File: config.mk
export PLATFORM = sky130hd
export DESIGN_NAME = qmac_seq
export DESIGN_NICKNAME = d
export VERILOG_FILES = /design/src/rtl/qmac_pkg.sv /design/src/rtl/qmult.sv /design/src/rtl/qmac_seq.sv
export SDC_FILE = /design/constraint.sdc
export NUM_CORES = 1
export LEC_CHECK = 0
export CORE_ASPECT_RATIO = 0.7
export CORE_UTILIZATION = 40
export CTS_BUF_LIST = sky130_fd_sc_hd__clkbuf_4 sky130_fd_sc_hd__clkbuf_8
export DETAILED_ROUTE_END_ITERATION = 6
export GPL_TIMING_DRIVEN = 1
export PLACE_DENSITY = 0.55
export SYNTH_ARGS = -nofsm -noshare
export SYNTH_HDL_FRONTEND = slang
export SYNTH_SLANG_ARGS = --single-unit
File: constraint.sdc
create_clock -name clk -period 2.97 [get_ports clk]
set_input_delay 0.594 -clock clk [delete_from_list [all_inputs] [get_ports clk]]
set_output_delay 0.594 -clock clk [all_outputs]
set_load 0.05 [all_outputs]
File: src/rtl/qmac_pkg.sv
// Shared constants for the Q-format sequential dot-product engine.
// FSM encoding plus saturation limits derived from the operand width.
// Pure definitions, no timing or flow-control content.
package qmac_pkg;

    localparam logic [1:0] ST_IDLE = 2'd0;
    localparam logic [1:0] ST_RUN  = 2'd1;
    localparam logic [1:0] ST_DONE = 2'd2;

    // Largest positive value representable in an n-bit two's-complement word.
    function automatic longint sat_max(input int n);
        return (longint'(1) <<< (n - 1)) - longint'(1);
    endfunction

    // Most negative value representable in an n-bit two's-complement word.
    function automatic longint sat_min(input int n);
        return -(longint'(1) <<< (n - 1));
    endfunction

endpackage

File: src/rtl/qmult.sv
// Signed Q-format multiplier: full product rescaled by Q, wrapped to N bits.
// Latency: combinational, zero cycles.
// Backpressure: none; the caller decides when the product is consumed.
module qmult #(
    parameter int N = 8,
    parameter int Q = 4
) (
    input  logic [N-1:0] a,
    input  logic [N-1:0] b,
    output logic [N-1:0] q_result,
    output logic         overflow
);

    logic signed [2*N-1:0] prod;
    logic signed [2*N-1:0] scaled;
    logic        [N:0]     top_bits;

    always_comb begin
        prod     = $signed({{N{a[N-1]}}, a}) * $signed({{N{b[N-1]}}, b});
        scaled   = prod >>> Q;
        q_result = scaled[N-1:0];
        // The rescaled product fits only if everything above the kept sign bit
        // is a copy of it; otherwise q_result has wrapped.
        top_bits = scaled[2*N-1:N-1];
        overflow = !((&top_bits) || (~|top_bits));
    end

endmodule

File: src/rtl/qmac_seq.sv
// Sequential saturating Q-format dot product over up to MAXLEN operand pairs.
// Latency: result valid the cycle after the final operand handshake.
// Backpressure: in_valid/in_ready per pair, out_valid/out_ready on result; stalls unbounded.
module qmac_seq
    import qmac_pkg::*;
#(
    parameter  int N      = 8,
    parameter  int Q      = 4,
    parameter  int MAXLEN = 16,
    localparam int LW     = $clog2(MAXLEN + 1)
) (
    input  logic          clk,
    input  logic          rst,
    input  logic          start,
    input  logic [LW-1:0] len,
    output logic          busy,
    input  logic          in_valid,
    output logic          in_ready,
    input  logic [N-1:0]  a,
    input  logic [N-1:0]  b,
    output logic          out_valid,
    input  logic          out_ready,
    output logic [N-1:0]  result,
    output logic          ovf
);

    localparam int AW = N + LW;
    localparam logic signed [AW-1:0] SAT_HI = AW'(sat_max(N));
    localparam logic signed [AW-1:0] SAT_LO = AW'(sat_min(N));

    logic [1:0]           state;
    logic signed [AW-1:0] acc;
    logic [LW-1:0]        cnt;
    logic [LW-1:0]        len_q;
    logic                 sticky;
    logic [N-1:0]         result_q;
    logic                 ovf_q;

    logic [N-1:0]         q_result;
    logic                 q_ovf;
    logic                 hs;
    logic signed [AW-1:0] acc_next;
    logic [LW-1:0]        cnt_next;
    logic                 sticky_next;
    logic                 clamp_hi;
    logic                 clamp_lo;
    logic [N-1:0]         sat_val;

    qmult #(.N(N), .Q(Q)) u_qmult (
        .a        (a),
        .b        (b),
        .q_result (q_result),
        .overflow (q_ovf)
    );

    assign busy      = (state != ST_IDLE);
    assign in_ready  = (state == ST_RUN);
    assign out_valid = (state == ST_DONE);
    assign result    = result_q;
    assign ovf       = ovf_q;
    assign hs        = in_valid && in_ready;

    // Accumulator is LW bits wider than a product, so MAXLEN sums cannot wrap
    // and the clamp below sees the true total.
    always_comb begin
        acc_next    = acc + $signed({{LW{q_result[N-1]}}, q_result});
        cnt_next    = cnt + LW'(1);
        sticky_next = sticky || q_ovf;
        clamp_hi    = (acc_next > SAT_HI);
        clamp_lo    = (acc_next < SAT_LO);
        if (clamp_hi) begin
            sat_val = SAT_HI[N-1:0];
        end else if (clamp_lo) begin
            sat_val = SAT_LO[N-1:0];
        end else begin
            sat_val = acc_next[N-1:0];
        end
    end

    always_ff @(posedge clk or posedge rst) begin
        if (rst) begin
            state    <= ST_IDLE;
            acc      <= '0;
            cnt      <= '0;
            len_q    <= '0;
            sticky   <= 1'b0;
            result_q <= '0;
            ovf_q    <= 1'b0;
        end else begin
            case (state)
                ST_IDLE: begin
                    if (start) begin
                        len_q    <= len;
                        acc      <= '0;
                        cnt      <= '0;
                        sticky   <= 1'b0;
                        result_q <= '0;
                        ovf_q    <= 1'b0;
                        state    <= (len == '0) ? ST_DONE : ST_RUN;
                    end
                end
                ST_RUN: begin
                    if (hs) begin
                        acc    <= acc_next;
                        cnt    <= cnt_next;
                        sticky <= sticky_next;
                        if (cnt_next == len_q) begin
                            result_q <= sat_val;
                            ovf_q    <= sticky_next || clamp_hi || clamp_lo;
                            state    <= ST_DONE;
                        end
                    end
                end
                ST_DONE: begin
                    if (out_ready) begin
                        state <= ST_IDLE;
                    end
                end
                default: state <= ST_IDLE;
            endcase
        end
    end

endmodule

== Word level (Yosys, flattened, before mapping) ==
Cells that the tools add are included.

* Word-level logic and storage cells: 60
* Bits of input ports: 26
* Output and inout bits: 12
* Bits in registers: 35

* Muxes and demuxes: 24
* Multiply operators: 1
* Reductions and logical operators: 17
* $lt $le $gt $ge: 2
* Add/subtract/negate cells: 2
* Eq/ne operators: 7

{| class="wikitable"
|+ Operators with widths
! operator !! number
|-
| $mux W8 || 5
|-
| $mux W13 || 2
|-
| $pmux W13 S2 || 1
|-
| $mul A8 B8 Y16 || 1
|-
| $pmux W8 S2 || 1
|-
| $add A13 B8 Y13 || 1
|-
| $gt A13 B8 Y1 const B || 1
|-
| $lt A13 B8 Y1 const B || 1
|-
| $mux W2 || 5
|-
| $mux W5 || 2
|-
| $pmux W5 S2 || 1
|-
| $reduce_and A4 Y1 || 2
|-
| $ne A2 B1 Y1 const B || 3
|-
| $pmux W2 S3 || 1
|-
| $add A5 B1 Y5 const B || 1
|-
| $eq A5 B5 Y1 || 1
|-
| $logic_not A5 Y1 || 1
|-
| $reduce_and A5 Y1 || 1
|-
| $reduce_or A5 Y1 || 1
|-
| $logic_or A1 B1 Y1 || 4
|-
| $mux W1 || 4
|-
| $pmux W1 S2 || 2
|-
| $reduce_bool A2 Y1 || 2
|-
| $reduce_and A3 Y1 || 1
|-
| 7 further kinds || 8
|}

== Logic depth before layout (Yosys ltp) ==
* Depth in word-level cells: 11
* Depth in mapped cells: 26
* Depth with buffers taken out: 26

== Cells and area by module ==
From an unflattened synthesis, not the netlist that was laid out.

* Cell total of the unflattened synthesis: 515
* Area total of the unflattened synthesis: 4732.0 µm²

{| class="wikitable"
|+ By module, submodules not included
! module !! times used !! area each (µm²) !! seq. area each (µm²) !! cells each
|-
| qmult || 1 || 2507.4 || 0.0 || 283
|-
| qmac_seq || 1 || 2224.6 || 875.8 || 232
|}

== Worst setup path after synthesis ==
Ideal clock, no wire load.

* Path kind: input to register
* Start point: input a[3]
* End point: register result_q[2] (netlist: result[2])
* Slack: -3127 ps
* Arrival time: 5971 ps
* Data required time: 2844 ps
* Buffers on the path: 1
* Stages: 23
* Setup time: 126 ps
* Cell sequence: and2_1 > fa_1 > inv_1 > fa_1 > inv_1 > fa_1 > inv_1 > fa_1 > inv_1 > ha_1 > a21oi_1 > o22ai_2 > o22a_2 > xnor2_2 > ha_1 > clkbuf_1 > nor2b_1 > o21ai_0 > o311ai_2 > xnor2_1 > nand4_2 > and3_4 > a221o_1

* Longest elaborated chain between the ends: 8
* Elaborated cells on any way between the ends: 9
* Classes of those cells: add/sub: 1; mul: 1; order compare: 2; mux: 5

{| class="wikitable"
|+ RTL lines
! what !! line !! RTL
|-
| start: declaration || qmac_seq.sv:19 || <nowiki>input logic [N-1:0] a,</nowiki>
|-
| $mul A8 B8 Y16 (*) || qmult.sv:19 || <nowiki>prod = $signed({{N{a[N-1]}}, a}) * $signed({{N{b[N-1]}}, b});</nowiki>
|-
| $add A13 B8 Y13 (*) || qmac_seq.sv:66 || <nowiki>acc_next = acc + $signed({{LW{q_result[N-1]}}, q_result});</nowiki>
|-
| $lt A13 B8 Y1 || qmac_seq.sv:70 || <nowiki>clamp_lo = (acc_next < SAT_LO);</nowiki>
|-
| $mux W8 || qmac_seq.sv:73 || <nowiki>end else if (clamp_lo) begin</nowiki>
|-
| $mux W8 (*) || qmac_seq.sv:71 || <nowiki>if (clamp_hi) begin</nowiki>
|-
| $mux W8 (*) || qmac_seq.sv:107 || <nowiki>if (cnt_next == len_q) begin</nowiki>
|-
| $mux W8 (*) || qmac_seq.sv:103 || <nowiki>if (hs) begin</nowiki>
|-
| $pmux W8 S2 (*) || qmac_seq.sv:90 || <nowiki>case (state)</nowiki>
|-
| end signal: assignment || qmac_seq.sv:108 || <nowiki>result_q <= sat_val;</nowiki>
|-
| end: declaration || qmac_seq.sv:36 || <nowiki>logic [N-1:0] result_q;</nowiki>
|}

Every way passes the cells marked *; elsewhere a longest branch is shown, timed or not. The select of a mux whose other input is x is not followed.
A chain may end at the register's enable or synchronous reset.

== Final worst setup path ==
* Start point: input a[2]
* End point: register result_q[4] (netlist: result[4])

Same word-level chain as after synthesis.

==> out/metrics.yaml <==
outcome:
  status: "complete, but fails checks"
  violations: "setup timing"
finish:
  antennaDiodeCount: 0
  drive_above_1_share: 0.466
  fill_cells: 920
  synthToLayoutAreaGrowth_pct: 56.4
  regArea_sq_um: 876
  multi_input_area_sq_um: 4360
  final_net_count: 817
timing:
  fin_crit_sh: 1.95
  fmax_mhz: 172
  drv_slew: 0
  max_slew_margin: 0.655
  period_minus_slack_ns: 5.80
  rsz0062_at_grt: "yes"
  whs_ns: 0.491
  setup_ws_ns: -2.83
  worstMarginPinSlew_ns: 0.516
  setup_violations: 23
  fin_skew_ns: 0.00772
  finalHoldViolCount: 0
worst_setup_path:
  required_ns: 3.15
  worst_ep_arrival_time_ns: 5.98
  r2r_cells: 11
  setup.worst_path.start_class: "input pin"
  path_max_fanout: 7
  rrSetupSlack_ns: 0.14
  worstSetupPathType: "in2reg"
  end_kind: "register"
run:
  maxCapViolCount: 0
min_path:
  min_path_type: "reg2reg"
  hold_depth: 2
synth:
  ys_ff_latch: 35
  synth_top_area_cell: "fa_1"
  ys.flop_type: "dfrtp_1"
  synth_top_area_share: 0.230
  synthCells: 525
  syn_area_per_cell_sq_um: 9.13
  ys_seq_area_frac: 0.183
  syn_area_sq_um: 4790
  ys_top_cells_by_area: "fa_1 23%, dfrtp_1 18%, ha_1 11%"
  synth-edff-count: 0
  syn_nets: 648
  ys_async_sr_fraction: 1.00
  synth_cell_types: 62
  ys_warn_count: 0
detailed_routing:
  drtPass1Iterations: 4
  drt_wl_total_microns: 12600
  drcViolationCount: 0
  vias_per_cell: 4.96
  vias: 4230
  drtAntennaViolNets: 0
  wire_per_inst_microns: 14.8
  drtIter0Drc: 158
floorplan:
  ios: 38
  initial_utilization: 0.410
  die_height_microns: 93.6
  row_count: 33
  core-area_sq_um: 11700
  die_area_sq_um: 12400
  dieWidth_microns: 133
grt:
  grt_pass1_wl_microns: 21100
  antenna_found_initial: 0
  globalRouteOverflowTotal: 0
  grt_pass1_vias: 4422
  grt_use_total: 0.214
  grt_max_degree: 36
cts:
  cts.path.max_buffers: 2
  path_clk_slew_ns: 0.08
  insertion_delay_ns: 0.30
  cts_root_buf: "clkbuf_8"
  tritoncts: "done"
  ctsHoldBuffers: 0
  numCtsBuffers: 5
  cts_sinks: 35
  htreeDepth: 2
placed_design:
  portBuffers: 37
  gp_congestion: 0.847
  hpwl_microns: 9450
## final cells by class
cell class / count / area share
Sequential cell: 35 / 0.117
Clock buffer: 7 / 0.0129
Clock inverter: 1 / 0.00100
Multi-Input combinational cell: 381 / 0.582
Tap cell: 157 / 0.0262
Inverter: 98 / 0.0498
Timing Repair Buffer: 173 / 0.211
## layout by cell type (no fill, tap or decap), types with 4 or more instances in the layout
cell	netlist	layout
nand2_1	41	33
inv_2	0	23
xnor2_4	0	5
o21ai_2	1	7
and2_1	35	20
a22o_1	7	7
and2_4	0	15
buf_4	0	100
clkdlybuf4s50_1	0	21
nand3_1	7	6
a21oi_1	18	8
fa_2	0	9
inv_1	98	74
mux2i_1	5	5
a21oi_2	2	5
nor2_2	0	6
buf_12	0	4
mux2_2	5	5
xor2_1	7	7
ha_2	0	5
a21oi_4	0	7
ha_1	42	19
o21ai_0	24	12
o21ai_4	1	4
buf_6	0	44
clkbuf_8	0	7
nor2_1	23	15
xnor2_2	2	5
nand2_2	1	8
nor3_1	5	4
o21a_1	6	5
a221o_1	5	5
dfrtp_1	35	35
xnor2_1	23	15
o21ai_1	4	7
ha_4	0	18
fa_1	55	46
## sequential cells by signal, indices dropped and copies added (netlist names)
| register | flops |
|---|---|
| state | 2 |
| cnt | 5 |
| acc | 13 |
| ovf | 1 |
| sticky | 1 |
| len_q | 5 |
| result | 8 |
## synthesized netlist by cell type (3+ instances only)
| master | n |
|---|---|
| nand3_1 | 7 |
| mux2i_1 | 5 |
| nor4_1 | 3 |
| nor2_1 | 23 |
| fa_1 | 55 |
| o21ai_1 | 4 |
| mux2_2 | 5 |
| a21oi_1 | 18 |
| nor3_1 | 5 |
| xnor2_1 | 23 |
| or4_1 | 3 |
| and2_1 | 35 |
| nand2b_1 | 6 |
| a31oi_1 | 4 |
| o21ai_0 | 24 |
| clkbuf_1 | 10 |
| nand2_1 | 41 |
| xor2_1 | 7 |
| and3_1 | 3 |
| nor2b_1 | 6 |
| a22o_1 | 7 |
| dfrtp_1 | 35 |
| inv_1 | 98 |
| a221o_1 | 5 |
| ha_1 | 42 |
| o21a_1 | 6 |
## critical path: stages
cell and delay (ns):
buf_4 0.14, and2_4 0.14, fa_1 0.47, fa_2 0.49, fa_1 0.57, inv_2 0.04
fa_1 0.48, inv_2 0.05, ha_4 0.15, or3_4 0.40, o22a_4 0.25, xnor2_4 0.38
ha_4 0.28, a21oi_4 0.18, nor2b_4 0.06, o21ai_2 0.18, o311ai_4 0.12, xnor2_2 0.34
nor4_4 0.10, o21a_2 0.26, a221o_1 0.30
## logic make-up (layout without fill, tap and decap cells)
logic type / count (synthesis) / count (layout) / synth area share
simple gates: 147 / 147 / 0.165
buf+inv: 109 / 279 / 0.0854
fa+ha+maj: 97 / 97 / 0.340
compound gates: 95 / 95 / 0.144
flops: 35 / 35 / 0.183
xor+xnor: 32 / 32 / 0.0616
mux: 10 / 10 / 0.0222
## metal layers
metal,vias to the layer above,track usage,share of wire
met5,-,0,0
met4,0,0.0316,0.0045
met3,5,0.0282,0.035
met2,54,0.347,0.46
met1,2105,0.310,0.50
li1,2066,-,-
## path summary, 6_finish.rpt
kind                           start   endpoint
setup / recovery                a[2]  result[4]
hold / removal             result[0]  result[0]
setup reg to reg              acc[0]  result[4]
hold reg to reg            result[0]  result[0]
max in group asynchronous        rst     acc[6]
min in group asynchronous        rst     acc[0]
## what timing repair did
action	4_1_cts	5_1_grt
resized for setup	181	101
setup endpoints to repair	23	23
setup buffers	23	21
pin swaps	67	83
## through the flow
step / area, sq um / util / TNS (ns) / cells / worst slack (ns)
after global placement: 6240 / 0.534 / -66.62 / 804 / -3.59
after CTS: 6950 / 0.595 / -50.05 / 834 / -2.82
after global routing: 7490 / 0.641 / -53.11 / 852 / -2.98
final: 7490 / 0.641 / -49.99 / 852 / -2.83
after floorplan: 5010 / - / -45.10 / 525 / -2.72
after detailed placement: 6240 / 0.534 / -67.12 / 804 / -3.58
Power is left out: the tool's default activity adds up to more than one toggle a clock period on the data nets, which glitch-free logic cannot reach.
